## config.mk

```make
export PLATFORM = sky130hd
export DESIGN_NAME = uart_rx
export DESIGN_NICKNAME = d
export VERILOG_FILES = /design/src/rtl/uart_rx.sv
export SDC_FILE = /design/constraint.sdc
export NUM_CORES = 1
export LEC_CHECK = 0
export CAP_MARGIN = 15
export CORE_MARGIN = 2
export CORE_UTILIZATION = 31
export DETAILED_ROUTE_END_ITERATION = 10
export SLEW_MARGIN = 0
export SYNTH_ARGS = -nofsm -noshare
export SYNTH_HDL_FRONTEND = slang
export SYNTH_SLANG_ARGS = --single-unit
```

## constraint.sdc

```tcl
create_clock -name clk -period 2.59 [get_ports clk]
set_input_delay 0.3885 -clock clk [delete_from_list [all_inputs] [get_ports clk]]
set_output_delay 0.3885 -clock clk [all_outputs]
set_load 0.02 [all_outputs]
```

## src/rtl/uart_rx.sv

```systemverilog
// uart_rx: 8E1 serial receiver. Synchronises rx_in, centre-samples each bit
// cell and reports the byte with parity/framing status as a one-cycle pulse.
//
// state       | meaning
// ------------+-------------------------------------------------------------
// S_IDLE      | line idle, watching for a falling edge on the synced line
// S_START     | waiting for the centre of the start bit to confirm it
// S_DATA      | sampling the 8 data bits, LSB first
// S_PARITY    | sampling the even-parity bit
// S_STOP      | sampling the stop bit, publishing the result
// S_WAIT_HIGH | stop bit was 0 (break); wait for the line to return high
module uart_rx #(
  parameter int CLKS_PER_BIT = 1
) (
  input  logic       clk,
  input  logic       reset,
  input  logic       rx_in,
  output logic [7:0] rx_data,
  output logic       rx_valid,
  output logic       parity_err,
  output logic       frame_err,
  output logic       busy
);

  localparam int HALF = (CLKS_PER_BIT - 1) / 2;
  localparam int CW   = $clog2(CLKS_PER_BIT) + 1;
  localparam bit HALF_ZERO = (HALF == 0);
  localparam logic [CW-1:0] CNT_BIT  = CW'(CLKS_PER_BIT - 1);
  localparam logic [CW-1:0] CNT_HALF = CW'((HALF > 0) ? (HALF - 1) : 0);

  typedef enum logic [2:0] {
    S_IDLE, S_START, S_DATA, S_PARITY, S_STOP, S_WAIT_HIGH
  } state_t;

  state_t        r_state;
  state_t        w_state_nxt;
  logic          r_sync1;
  logic          r_sync2;
  logic          w_rx_s;
  logic [CW-1:0] r_cnt;
  logic [2:0]    r_bitcnt;
  logic [7:0]    r_shift;
  logic          r_par;
  logic          w_tick;
  logic          w_start_seen;
  logic          w_load_half;
  logic          w_load_bit;
  logic          w_shift;
  logic          w_store_par;
  logic          w_emit;

  assign w_rx_s       = r_sync2;
  assign w_tick       = (r_cnt == '0);
  assign w_start_seen = (r_state == S_IDLE) && !w_rx_s;

  // Two-flop synchroniser; resets to the idle (high) line level.
  always_ff @(posedge clk) begin
    if (reset) begin
      r_sync1 <= 1'b1;
      r_sync2 <= 1'b1;
    end else begin
      r_sync1 <= rx_in;
      r_sync2 <= r_sync1;
    end
  end

  // State register.
  always_ff @(posedge clk) begin
    if (reset) r_state <= S_IDLE;
    else       r_state <= w_state_nxt;
  end

  // Next-state logic; every move out of a sampling state happens on a tick.
  always_comb begin
    w_state_nxt = r_state;
    case (r_state)
      S_IDLE:      if (!w_rx_s) w_state_nxt = HALF_ZERO ? S_DATA : S_START;
      S_START:     if (w_tick) w_state_nxt = w_rx_s ? S_IDLE : S_DATA;
      S_DATA:      if (w_tick && (r_bitcnt == 3'd7)) w_state_nxt = S_PARITY;
      S_PARITY:    if (w_tick) w_state_nxt = S_STOP;
      S_STOP:      if (w_tick) w_state_nxt = w_rx_s ? S_IDLE : S_WAIT_HIGH;
      S_WAIT_HIGH: if (w_rx_s) w_state_nxt = S_IDLE;
      default:     w_state_nxt = S_IDLE;
    endcase
  end

  // Output/control decode: counter reloads and datapath strobes per state.
  always_comb begin
    w_load_half = 1'b0;
    w_load_bit  = 1'b0;
    w_shift     = 1'b0;
    w_store_par = 1'b0;
    w_emit      = 1'b0;
    busy        = (r_state != S_IDLE);
    case (r_state)
      S_IDLE: begin
        w_load_half = w_start_seen && !HALF_ZERO;
        w_load_bit  = w_start_seen && HALF_ZERO;
      end
      S_START:  w_load_bit = w_tick && !w_rx_s;
      S_DATA: begin
        w_shift    = w_tick;
        w_load_bit = w_tick;
      end
      S_PARITY: begin
        w_store_par = w_tick;
        w_load_bit  = w_tick;
      end
      S_STOP:   w_emit = w_tick;
      default: ;
    endcase
  end

  // Bit-cell down-counter: reloads at each sample instant, parks at zero.
  always_ff @(posedge clk) begin
    if (reset)            r_cnt <= '0;
    else if (w_load_half) r_cnt <= CNT_HALF;
    else if (w_load_bit)  r_cnt <= CNT_BIT;
    else if (!w_tick)     r_cnt <= r_cnt - CW'(1);
  end

  // Shift register, bit counter and captured parity bit.
  always_ff @(posedge clk) begin
    if (reset) begin
      r_shift  <= 8'h00;
      r_bitcnt <= 3'd0;
      r_par    <= 1'b0;
    end else begin
      if (r_state != S_DATA) r_bitcnt <= 3'd0;
      else if (w_shift)      r_bitcnt <= r_bitcnt + 3'd1;
      if (w_shift)     r_shift <= {w_rx_s, r_shift[7:1]};
      if (w_store_par) r_par   <= w_rx_s;
    end
  end

  // Result registers: published on the stop sample, held until the next one.
  always_ff @(posedge clk) begin
    if (reset) begin
      rx_data    <= 8'h00;
      rx_valid   <= 1'b0;
      parity_err <= 1'b0;
      frame_err  <= 1'b0;
    end else begin
      rx_valid <= w_emit;
      if (w_emit) begin
        rx_data    <= r_shift;
        parity_err <= (^r_shift) ^ r_par;
        frame_err  <= ~w_rx_s;
      end
    end
  end

endmodule

```

# Word level (Yosys, flattened, before mapping)
# Cells that the tools add are included.
# totals
in_bits	3
out_inout_bits	12
regBits	29
# classes
n_bitwise	3
n_reduce_logical	11
mux	13
add_sub_neg	2
n_eq_ne	13
# ops
op	n
2-to-1 mux 3 bit	7
case mux 3 bit (6 select lines)	1
!= test 2 bit, second input constant	6
equality test 3 bit, second input constant	3
XOR reduction 8 bit	1
equality test 3 x 2 -> 1 bit, second input constant	2
AND reduction 6 bit	1
OR reduction 2 bit	2
adder 3 x 1 -> 3 bit, second input constant	1
equality test 3 x 1 -> 1 bit, second input constant	1
logical AND 1 bit	3
logical NOT 3 bit	1
2-to-1 mux 1 bit	3
!= test 3 x 2 -> 1 bit, second input constant	1
case mux 1 bit (3 select lines)	1
nonzero test 3 bit	1
OR reduction 3 bit	1
2-to-1 mux 2 bit	1
NOT 1 bit	2
logical NOT 1 bit	1
subtractor 1 bit, second input constant	1
bitwise XOR 1 bit	1

# Logic depth before layout (Yosys ltp)
# Gate-level depths: netlist of run 1.
# depth
word_depth	4
depth_mapped	6
depth_no_buf	6

# Worst setup path before layout of run 1
# OpenSTA, ideal clock, no wires.
# synth_timing
path_kind	reg-to-reg
startpoint	register r_cnt
endpoint	register frame_err
period_less_slack_ps	1413
arrival_ps	1285
path_stages_with_launch	6
path_slack_ps	1177
cell_sequence	dfxtp_1 buf_2 or4b_4 buf_6 a21oi_1 nor2_1
# synth_between
elab_chain_cells	2
# synth_lines
element	line_no	text
start: declaration	40	logic [CW-1:0] r_cnt;
start signal: assignment	119	else if (!w_tick) r_cnt <= r_cnt - CW'(1);
NOT 1 bit (no source line)	n/a	
2-to-1 mux 1 bit	95	case (r_state)
end signal: assignment	148	frame_err <= ~w_rx_s;
end: declaration	21	output logic frame_err,
# Every way passes these cells.
# A chain may end at the register's enable or synchronous reset.

# Worst setup path in the final report of run 1
# layout_timing
startpoint	register r_state[0]
endpoint	output busy
# layout_between
elab_chain_cells	1
# layout_lines
element	line_no	text
start: declaration	35	state_t r_state;
start signal: assignment	70	else r_state <= w_state_nxt;
nonzero test 3 bit	94	busy = (r_state != S_IDLE);
end: declaration	22	output logic busy
# Every way passes these cells.

==> results.py, run 1 <==
metrics = {
    "drt": {
        "wirelength_um": 2170,
        "vias_per_cell": 4.62,
        "wl_per_cell_um": 11.1,
        "postRouteAntennaNets": 0,
        "initialDrtViolationCount": 30,
        "dr.pass1.iters": 4,
        "drc_errors": 0,
        "dr_total_vias": 905,
    },
    "place": {
        "numPortBuffers": 14,
        "hpwlAfterDp_um": 1530,
        "pre_cts_slack_ps": 906,
        "gp_congestion": 0.784,
    },
    "final_layout": {
        "ff_latch_area_um2": 581,
        "area_growth_pct": 26.0,
        "finish.utilization_pct": 40.5,
        "fin_nets": 152,
        "nFillCells": 382,
        "drive_gt1_share_pct": 10.8,
        "antenna_cells": 0,
        "multiInputGateArea_um2": 562,
    },
    "yosys": {
        "seq_area_frac_synth_pct": 49.3,
        "synth_ff_type": "dfxtp_1",
        "synth_top_area_share_pct": 49.3,
        "synthArstFlopShare_pct": 0,
        "synthDistinctLibCells": 27,
        "syn_nets": 137,
        "synth_top_area_cell": "dfxtp_1",
        "avgSynthCellArea_um2": 8.92,
        "synth-seq-cells": 29,
        "syn_inst": 132,
        "synthTopCellsByCount": "nand2_1, dfxtp_1, a21oi_1, nor2_1, clkbuf_1",
        "synth_edf_count": 0,
        "synth.most_common_cell": "nand2_1",
        "ys_warn_count": 0,
        "syn_area_um2": 1180,
        "synthTopCellsByArea": "dfxtp_1, nand2_1, a21oi_1, nor2_1, xor2_1",
    },
    "critical_path": {
        "worst-setup-path-type": "reg -> out",
        "timing.critical_path.buf_inv": 1,
        "path_delay_family": "buffers and inverters",
        "slowest_stage": "clkdlybuf4s50_1",
        "crit_arrival_ps": 1610,
        "cp-end-kind": "primary output",
        "max_stage_delay_ps": 550,
        "startpoint_type": "flop",
        "critical_path.cell_chain": "or3_1 -> clkdlybuf4s50_1",
        "worst-endpoint-required_ps": 2200,
        "crit_fanout": 11,
    },
    "power_and_ir_drop": {
        "combPwrFrac_pct": 2.5,
        "switching_share_pct": 18.9,
        "p_per_area_nw_per_um2": 701,
        "pwr-share-clk_pct": 53.7,
        "leakage_nw": 0.541,
        "p_seq_share_pct": 43.9,
        "peakVddDrop_uv": 350,
        "p_int_w": 0.000844,
        "switchingPower_w": 0.000196,
    },
    "global_route": {
        "antenna_found_initial": 0,
        "grt-ovfl-total": 0,
        "grt_pass1_wl_um": 3950,
        "grt_usage_pct": 12.3,
        "grt_pass1_vias": 906,
        "grt_max_degree": 26,
    },
    "clock_network": {
        "ctsHoldBuffers": 0,
        "cts_setup_buffers": 0,
        "cts.sinks": 29,
        "cts_root_buffer": "clkbuf_8",
        "numCtsBuffers": 5,
        "cts_tree": "yes",
        "cts_resized": 0,
        "cts.path.max_buffers": 2,
        "worstSkewPairLatency_ps": 280,
        "htreeDepth": 2,
        "path_clk_slew_ps": 60,
    },
    "timing": {
        "finalClockSkew_ps": 3.19,
        "setup_ws_ps": 595,
        "slew_headroom_pct": 64.8,
        "fmax_mhz": 501,
        "slew_viol_final": 0,
        "period_needed_ps": 2000,
        "finalSetupTns_ps": 0,
        "finalSetupViolCount": 0,
        "rsz0062_at_grt": "no",
        "worstMarginPinSlew_ps": 526,
        "post-route-period-util_pct": 77.0,
        "finalHoldViolCount": 0,
    },
    "floorplan": {
        "coreArea_um2": 3660,
        "die_h_um": 65.6,
        "io-pin-count": 15,
        "start_util_pct": 32.2,
        "die_area_um2": 4310,
        "num_rows": 22,
        "die_width_um": 65.6,
    },
    "run": {
        "cap_violations": 0,
    },
    "outcome": {
        "status": "complete, no violations",
    },
    "hold_path": {
        "min_path_type": "reg -> reg",
    },
}
[cell families after synthesis]
kind of cell | Yosys count | synth area share, %
DFF | 29 | 49.3
muxes | 3 | 2.55
adders and majority gates | 2 | 2.13
and+or+nand+nor | 60 | 25.4
other | 1 | 0.319
AOI/OAI and AO/OA | 22 | 10.2
xor gates and xnor gates | 8 | 7.12
buffers and inverters | 7 | 2.98
[power by group through the flow]
stage	Clock (W)	Sequential, W	Combinational, W
6_report	0.000558	0.000457	0.0000256
2_1_floorplan	0	0.000463	0.0000207
3_5_place_dp	0	0.000466	0.0000258
5_1_grt	0.000591	0.000457	0.0000282
4_1_cts	0.000567	0.000456	0.0000260
3_3_place_gp	0	0.000466	0.0000252
[layer usage]
layer  up-vias  global-route usage, %  part of all wire [%]
met3         6                   5.14                   4.0
met4         0                   5.99                   2.1
li1        464                      -                     -
met2        17                   19.3                    48
met1       418                   14.2                    45
met5         -                      0                     0
[cell usage in the layout (no fill, tap or decap)]
cell and n:
or4b_4 1, or2_2 2, nand2b_1 3, o211ai_1 1, a21oi_1 19, buf_4 1
xor2_1 4, a2bb2oi_1 1, mux2i_1 3, a2111oi_0 1, nor3b_1 1, or4b_2 1
conb_1 1, nand3b_1 2, xnor3_1 1, nor4bb_1 1, nor2_1 10, dfxtp_1 29
nor2_4 1, or3_1 2, clkbuf_8 5, ha_1 2, xnor2_1 3, nand2_1 33
nor3_2 2, bufinv_16 2, nor2b_1 1, clkdlybuf4s50_1 14, clkinv_2 1
[per-stage QoR]
stage	std cells	area (um2)	power, W	hold WS (ps)
finish	196	1480	0.00104	409
detailed placement	188	1350	0.000492	395
floorplan	132	1180	0.000484	389
global placement	188	1350	0.000491	392
global route	196	1480	0.00108	429
CTS	196	1480	0.00105	410
[state kept, by name (all words and copies together), names as in the netlist]
name / cells
frame_err: 1
parity_err: 1
r_bitcnt: 3
r_cnt: 1
r_par: 1
r_shift: 8
r_state: 3
r_sync1: 1
r_sync2: 1
rx_data: 8
rx_valid: 1
[worst paths after layout]
kind	slack, ps	startpoint	end	cells past startpoint
worst max-delay path	590	r_state[0]$_SDFFE_PP0P_	busy	2
worst min-delay path	410	r_sync1$_SDFF_PP1_	r_sync2$_SDFF_PP1_	1
worst max register to register	1060	r_state[2]$_SDFFE_PP0P_	parity_err$_SDFFE_PP0P_	4
worst min register to register	410	r_sync1$_SDFF_PP1_	r_sync2$_SDFF_PP1_	1
[final cells by class]
cell class              instances  share of cell area (%)
clock buffers                   5                    4.64
clock inverters                 3                    4.38
multi-input cells              96                    37.9
flip-flops and latches         29                    39.1
well taps                      48                    4.05
repair buffers                 15                    9.95
(Power assumes the default switching activity.)
==> run 2: changes to the inputs <==
==> constraint.sdc (replaced) <==
create_clock -name clk -period 1.7 [get_ports clk]
set_input_delay 0.255 -clock clk [delete_from_list [all_inputs] [get_ports clk]]
set_output_delay 0.255 -clock clk [all_outputs]
set_load 0.02 [all_outputs]
==> results.py, run 2 (synthesized netlist as in run 1, its figures left out) <==
metrics = {
    "critical_path": {
        "crit_arrival_ps": 1310,
        "worst-endpoint-required_ps": 1440,
        "startpoint_type": "flop",
        "worst-setup-path-type": "reg -> out",
        "cp-end-kind": "primary output",
        "crit_fanout": 8,
    },
    "power_and_ir_drop": {
        "leakage_nw": 0.551,
        "peakVddDrop_uv": 536,
        "total_power_w": 0.00147,
        "p_per_area_nw_per_um2": 986,
    },
    "timing": {
        "finalHoldViolCount": 0,
        "period_needed_ps": 1560,
        "post-route-period-util_pct": 92.0,
        "finalSetupViolCount": 0,
        "slew_viol_final": 0,
        "slew_headroom_pct": 66.1,
        "rsz0062_at_grt": "no",
        "finalSetupTns_ps": 0,
        "finalClockSkew_ps": 2.70,
        "fmax_mhz": 639,
        "worstMarginPinSlew_ps": 506,
    },
    "place": {
        "hpwlAfterDp_um": 1550,
        "gp_congestion": 0.714,
        "numPortBuffers": 14,
    },
    "floorplan": {
        "die_h_um": 65.6,
        "num_rows": 22,
        "io-pin-count": 15,
        "die_area_um2": 4310,
        "coreArea_um2": 3660,
        "start_util_pct": 32.2,
        "die_width_um": 65.6,
    },
    "final_layout": {
        "area_growth_pct": 26.4,
        "fin_nets": 155,
        "final_common_cell": "nand2_1",
        "antenna_cells": 0,
        "nFillCells": 382,
        "reg.largest.list": "r_shift: 8 flops, rx_data: 8 flops",
        "final_cell_mix": "nand2_1, dfxtp_1, a21oi_1",
        "multiInputGateArea_um2": 562,
        "ff_latch_area_um2": 581,
        "drive_gt1_share_pct": 11.9,
    },
    "clock_network": {
        "htreeDepth": 2,
        "cts.sinks": 29,
        "numCtsBuffers": 5,
        "path_clk_slew_ps": 60,
        "cts_setup_buffers": 0,
        "ctsHoldBuffers": 0,
        "cts_root_buffer": "clkbuf_8",
        "worstSkewPairLatency_ps": 280,
        "cts.path.max_buffers": 2,
        "cts_tree": "yes",
    },
    "drt": {
        "highest_layer": "met4",
        "wl_per_cell_um": 11.0,
        "wl_met3_um": 96,
        "wirelength_um": 2190,
        "wl_met2_um": 1040,
        "dr.pass1.iters": 4,
        "drc_errors": 0,
        "vias_per_cell": 4.53,
        "initialDrtViolationCount": 49,
        "m1WireLength_um": 1020,
        "postRouteAntennaNets": 0,
        "dr_total_vias": 902,
    },
    "global_route": {
        "antenna_found_initial": 0,
        "grt_max_degree": 26,
        "grt_pass1_vias": 899,
        "grt_usage_pct": 12.0,
        "grt-ovfl-total": 0,
        "grt_pass1_wl_um": 3770,
    },
    "hold_path": {
        "min_path_type": "reg -> reg",
    },
    "outcome": {
        "status": "complete, no violations",
    },
    "run": {
        "cap_violations": 0,
    },
}
-- run 2: stage by stage --
stage | hold WS [ps] | cell area, um2 | util [%] | worst slack (ps) | std cells
after global routing | 424 | 1490 | 40.6 | 89.9 | 199
after CTS | 413 | 1490 | 40.6 | 131 | 199
after global placement | 392 | 1370 | 37.5 | 205 | 191
after floorplan | 359 | 1180 | - | 287 | 132
final | 410 | 1490 | 40.6 | 136 | 199
after detailed placement | 399 | 1370 | 37.5 | 162 | 191
-- run 2: critical path: stages (launching register included) --
cell,delay [ps]
dfxtp_1,370
or3_1,330
dlygate4sd2_1,330
-- run 2: worst paths after layout --
check	end	depth (start not counted)	startpoint	slack [ps]
max	busy	2	r_state[1]$_SDFFE_PP0P_	140
min	r_sync2$_SDFF_PP1_	1	r_sync1$_SDFF_PP1_	410
max reg2reg	parity_err$_SDFFE_PP0P_	4	r_state[1]$_SDFFE_PP0P_	270
min reg2reg	r_sync2$_SDFF_PP1_	1	r_sync1$_SDFF_PP1_	410
-- run 2: area by class of cell --
class,count,share of cell area [%]
Clock buffer,7,5.80
Timing Repair Buffer,18,11.4
Multi-Input combinational cell,96,37.8
Tap cell,48,4.04
Clock inverter,1,2.02
Sequential cell,29,39.0
-- run 2: report_power, final --
part	switching [W]	internal [W]	total, W	leakage (nW)
combinational	0.0000229	0.0000187	0.0000416	0.258
sequential	0.00000829	0.000686	0.000694	0.235
clock	0.000254	0.000477	0.000731	0.0585
-- run 2: routing by layer --
layer	vias up	global-route usage (%)
met5	-	0
met4	0	7.03
met3	3	5.14
met2	19	19.2
met1	406	13.1
li1	474	-
-- run 2: repair_timing --
item                                    4_1_cts  5_1_grt
hold endpoints to repair                      0        0
resized for setup                             1        0
endpoints found under the setup margin        1        0
==> run 3: changes to the inputs <==
--- a/config.mk
+++ b/config.mk
@@ -5,10 +5,12 @@
 export SDC_FILE = /design/constraint.sdc
 export NUM_CORES = 1
 export LEC_CHECK = 0
-export CAP_MARGIN = 15
+export CAP_MARGIN = 20
 export CORE_MARGIN = 2
 export CORE_UTILIZATION = 31
 export DETAILED_ROUTE_END_ITERATION = 10
+export GPL_ROUTABILITY_DRIVEN = 0
+export SETUP_SLACK_MARGIN = 0.15
 export SLEW_MARGIN = 0
 export SYNTH_ARGS = -nofsm -noshare
 export SYNTH_HDL_FRONTEND = slang
==> results.py, run 3 (synthesized netlist as in run 1, its figures left out) <==
metrics = {
    "outcome": {
        "status": "complete, no violations",
    },
    "final_layout": {
        "finish.utilization_pct": 40.5,
        "reg.largest.list": "r_shift: 8 flops, rx_data: 8 flops",
        "stdcell_count": 199,
        "fin_nets": 155,
        "antenna_cells": 0,
        "drive_gt1_share_pct": 12.6,
        "final_common_cell": "nand2_1",
        "final_cell_mix": "nand2_1, dfxtp_1, a21oi_1",
        "area_growth_pct": 26.0,
    },
    "critical_path": {
        "max_stage_delay_ps": 600,
        "worst-setup-path-type": "reg -> out",
        "path_delay_family": "buffers and inverters",
        "worst-endpoint-required_ps": 1440,
        "timing.critical_path.buf_inv": 1,
        "path_depth": 1,
        "slowest_stage": "clkdlybuf4s50_1",
        "startpoint_type": "flop",
        "reg2reg_depth": 4,
        "crit_fanout": 2,
        "crit_arrival_ps": 1220,
        "cp-end-kind": "primary output",
        "critical_path.cell_chain": "clkdlybuf4s50_1",
    },
    "clock_network": {
        "cts_root_buffer": "clkbuf_8",
        "htreeDepth": 2,
        "cts_tree": "yes",
        "cts.path.max_buffers": 2,
        "ctsHoldBuffers": 0,
        "numCtsBuffers": 5,
        "cts.sinks": 29,
        "worstSkewPairLatency_ps": 280,
        "path_clk_slew_ps": 60,
    },
    "timing": {
        "finalSetupViolCount": 0,
        "finalClockSkew_ps": 2.75,
        "fmax_mhz": 678,
        "slew_viol_final": 0,
        "period_needed_ps": 1480,
        "post-route-period-util_pct": 86.8,
        "finalHoldViolCount": 0,
        "rsz0062_at_grt": "no",
        "worstMarginPinSlew_ps": 506,
        "slew_headroom_pct": 66.1,
        "finalSetupTns_ps": 0,
    },
    "floorplan": {
        "start_util_pct": 32.2,
        "die_area_um2": 4310,
        "die_h_um": 65.6,
        "io-pin-count": 15,
        "num_rows": 22,
        "die_width_um": 65.6,
        "coreArea_um2": 3660,
    },
    "global_route": {
        "grt-ovfl-total": 0,
        "grt_pass1_vias": 899,
        "grt_max_degree": 26,
        "grt_pass1_wl_um": 3770,
        "antenna_found_initial": 0,
        "grt_usage_pct": 12.0,
    },
    "drt": {
        "vias_per_cell": 4.53,
        "dr.pass1.iters": 4,
        "initialDrtViolationCount": 49,
        "drc_errors": 0,
        "postRouteAntennaNets": 0,
        "wl_per_cell_um": 11.0,
        "dr_total_vias": 902,
        "wirelength_um": 2190,
    },
    "place": {
        "hpwlAfterDp_um": 1550,
        "placedCellCount": 191,
        "numPortBuffers": 14,
    },
    "run": {
        "cap_violations": 0,
    },
    "power_and_ir_drop": {
        "leakage_nw": 0.548,
        "peakVddDrop_uv": 536,
        "p_per_area_nw_per_um2": 988,
        "total_power_w": 0.00147,
    },
    "hold_path": {
        "min_path_type": "reg -> reg",
        "worstHoldPathCells": 1,
    },
}
==> run 3: worst paths after layout <==
kind	startpoint	end	slack, ps
setup / recovery	parity_err$_SDFFE_PP0P_	parity_err	220
hold / removal	r_sync1$_SDFF_PP1_	r_sync2$_SDFF_PP1_	410
setup reg to reg	r_state[1]$_SDFFE_PP0P_	parity_err$_SDFFE_PP0P_	270
hold reg to reg	r_sync1$_SDFF_PP1_	r_sync2$_SDFF_PP1_	410
==> run 3: power by group <==
part	total, W	internal [W]	switching (W)
clock network	0.000731	0.000477	0.000254
logic	0.0000412	0.0000184	0.0000228
registers	0.000694	0.000686	0.00000829
==> run 3: per-stage QoR <==
step	instance area, um2	setup WS (ps)	hold WS, ps
after floorplan	1180	287	359
after global placement	1370	205	392
after detailed placement	1370	162	399
after CTS	1490	158	413
after global routing	1480	165	424
final	1480	224	410
==> run 3: what timing repair did <==
| action | in CTS | in global routing |
|---|---|---|
| resized for setup | 2 | 1 |
| pin swaps | 0 | 0 |
| buffers inserted | 0 | 0 |
| endpoints found under the setup margin | 1 | 1 |
==> run 3: metal layers <==
layer	track usage [%]	share of wire (%)	up-vias	wire, um
met5	0	0	-	0
met1	13.1	46	406	1010
met4	7.03	1.6	0	36
met3	5.14	4.6	3	101
li1	-	-	474	-
met2	19.2	47	19	1040
==> run 3: final cells by class <==
type | instances | area, um2
flip-flops and latches | 29 | 581
repair buffers | 18 | 165
fillers | 382 | 2180
clock inverters | 1 | 30.0
well taps | 48 | 60.1
clock buffers | 7 | 86.3
multi-input cells | 96 | 562
==> RTL edit (flow settings as in run 3) <==
Make the reset (`reset`) asynchronous in 5 clocked blocks. Comments in the files are not updated.
--- a/src/rtl/uart_rx.sv
+++ b/src/rtl/uart_rx.sv
@@ -55,5 +55,5 @@
 
   // Two-flop synchroniser; resets to the idle (high) line level.
-  always_ff @(posedge clk) begin
+  always_ff @(posedge clk or posedge reset) begin
     if (reset) begin
       r_sync1 <= 1'b1;
@@ -66,5 +66,5 @@
 
   // State register.
-  always_ff @(posedge clk) begin
+  always_ff @(posedge clk or posedge reset) begin
     if (reset) r_state <= S_IDLE;
     else       r_state <= w_state_nxt;
@@ -113,5 +113,5 @@
 
   // Bit-cell down-counter: reloads at each sample instant, parks at zero.
-  always_ff @(posedge clk) begin
+  always_ff @(posedge clk or posedge reset) begin
     if (reset)            r_cnt <= '0;
     else if (w_load_half) r_cnt <= CNT_HALF;
@@ -121,5 +121,5 @@
 
   // Shift register, bit counter and captured parity bit.
-  always_ff @(posedge clk) begin
+  always_ff @(posedge clk or posedge reset) begin
     if (reset) begin
       r_shift  <= 8'h00;
@@ -135,5 +135,5 @@
 
   // Result registers: published on the stop sample, held until the next one.
-  always_ff @(posedge clk) begin
+  always_ff @(posedge clk or posedge reset) begin
     if (reset) begin
       rx_data    <= 8'h00;
Function: differs if reset is asserted again (counterexample within 4 cycles, from zero or initial values and one cycle with reset high); with reset held inactive, the same outputs for 10 cycles.
==> RTL edit against run 3 <==
- routed wire length shrank 20%
- clock skew down 0.0012 ns
- count of clock-buffer cells in the layout is 3 lower
- via count down 30%
- sequential cell count fell by 1
- die area shrank 4.7%
- synthesized area fell by 5.0%
- cell count is 26% lower
- setup slack worse by 0.049 ns
- design area shrank 3.7%
Power is not compared: it rests on default switching activity, and its combinational part moved more than twofold at a synthesized area within 25%.
==> RTL edit: results (changes against run 3) <==
stage;metric;value;unit;change
clocking;clk_lat worst skew;0.32;ns;+0.04 ns
detailed_routing;vias after detailed routing;633;;-30%
detailed_routing;total routed wirelength;1.747;mm;-20%
detailed_routing;drt pass-1 iters;2;;-2
place;cell count after placement;137;;-28%
yosys;number of warnings printed during yosys synthesis;0;;unchanged
grt;pin count of the biggest net entering global routing;29;;+12%
worst_setup_path;reg-to-reg critical path endpoint;parity_err;;
pwr;Static Leak;0.6697;nW;
clocking;TritonCTS buffer count;3;;-2
yosys;net count of the mapped netlist;80;;-42%
clocking;Clk pin slew, worst setup/hold paths;0.14;ns;+0.08 ns
yosys;share of synthesized flip-flops with an asynchronous set or reset;1.000;;+1.000
worst_setup_path;CP peak stage delay;0.42;ns;-0.18 ns
yosys;fraction of the yosys area taken by sequential cells;0.6286;;+0.1355
timing;worst-case clock skew;0.001497;ns;-0.001248 ns
worst_setup_path;WP data arrival;1.27;ns;+0.05 ns
pwr;fraction of power spent switching nets;0.3304;;
clocking;CTS max path bufs;2;;unchanged
place;IO buf count;14;;unchanged
clocking;total number of H-tree levels;1;;-1
cells_and_area;registers with the highest flip-flop counts;r_shift (8), rx_data (8);;
worst_setup_path;maximum fanout along the worst path;2;;unchanged
place;Place WS;0.1204;ns;-0.04187 ns
hold_path;min-delay worst type;input port to async pin;;
cells_and_area;fraction of layout instances using a drive strength above 1;0.3960;;+0.2702
cells_and_area;nets;107;;-31%
grt;first-pass GRT wire length;3.015;mm;-20%
yosys;commonest cells in the synthesized netlist;sky130_fd_sc_hd__dfrtp_1, sky130_fd_sc_hd__mux2_2, sky130_fd_sc_hd__xnor2_1, sky130_fd_sc_hd__nand2_1, sky130_fd_sc_hd__inv_1;;
clocking;clock tree root driver cell;sky130_fd_sc_hd__clkbuf_4;;
place;total half-perimeter wirelength after legalization and detailed placement;1.130;mm;-27%
yosys;number of distinct library cell variants in the gate-level netlist after synthesis;20;;-26%
grt;number of global-route vias before repair;675;;-25%
worst_setup_path;Slowest-stage cell, CP;sky130_fd_sc_hd__dfrtp_1;;
pwr;Peak supply drop;0.0007219;V;
yosys;biggest area contributors in the synthesized netlist;sky130_fd_sc_hd__dfrtp_1, sky130_fd_sc_hd__mux2_2, sky130_fd_sc_hd__dfstp_2;;
cells_and_area;antenna fix cells;0;;unchanged
detailed_routing;number of DRC markers after the initial detailed-route iteration;6;;-88%
grt;Total Routing Usage GR;0.09506;;-0.02467
timing;Post-Route Hold Slack;0.2692;ns;-0.1408 ns
outcome;run status;complete, no violations;;
yosys;Synth Instances;75;;-43%
place;post-placement cell area;0.001334;sq mm;-2.8%
grt;initial antenna violation count;0;;unchanged
worst_setup_path;FF-to-FF Start;r_shift[6];;
timing;Worst slew margin;0.7741;;+0.1133
worst_setup_path;R2R Setup Slk;0.19;ns;-0.08 ns
worst_setup_path;cells on worst reg2reg path;4;;unchanged
detailed_routing;vias per cell;4.306;;-5.0%
==> RTL edit: per-layer routing <==
layer	global-route usage	vias to the layer above	wire length (um)
met1	0.1143	317	774
met2	0.1576	10	888
met3	0.01761	2	60
li1	-	304	-
met4	0.05707	0	24
met5	0	-	0
==> RTL edit: layout make-up <==
type                    count  area, sq um
clock buffers               4        36.28
fillers                   326         1961
inverters                   3        11.26
multi-input cells          42        411.6
flip-flops and latches     28        705.7
well taps                  46        57.56
repair buffers             24        206.4
==> RTL edit: kinds of logic after synthesis <==
logic type | share of synthesized area
AOI/OAI and AO/OA | 0.004470
adders and majority gates | 0.02237
buffers and inverters | 0.02125
and+or+nand+nor | 0.06264
xor gates and xnor gates | 0.06711
DFF | 0.6286
muxes | 0.1935
==> RTL edit: how the worst max path moves through the flow <==
stage	from	endpoint	slack (ns)
floorplan	r_shift[3]	parity_err	0.27
global placement	r_state[2]	busy	0.17
detailed placement	r_state[2]	busy	0.12
CTS	r_state[1]	busy	0.14
global route	r_shift[6]	parity_err	0.12
finish	r_state[1]	busy	0.18
==> RTL edit: repair_timing <==
item                       4_1_cts  5_1_grt
gates cloned                     0        0
pin swaps                        0        3
setup endpoints to repair       11       11
resized for setup               14        8
setup buffers                    1        5
==> RTL edit: power groups by stage <==
stage / Combinational (mW) / Clock (mW) / Sequential [mW]
finish: 1.36 / 0.313 / 1.16
global placement: 1.31 / 0 / 1.16
global route: 1.50 / 0.366 / 1.20
CTS: 1.25 / 0.338 / 1.15
floorplan: 0.791 / 0 / 1.29
detailed placement: 1.34 / 0 / 1.17
==> RTL edit: critical path, delay by kind of cell (launching register included) <==
kind | cells | cell delay, ns
buf+inv | 1 | 0.14
flops | 1 | 0.42
simple gates | 1 | 0.40
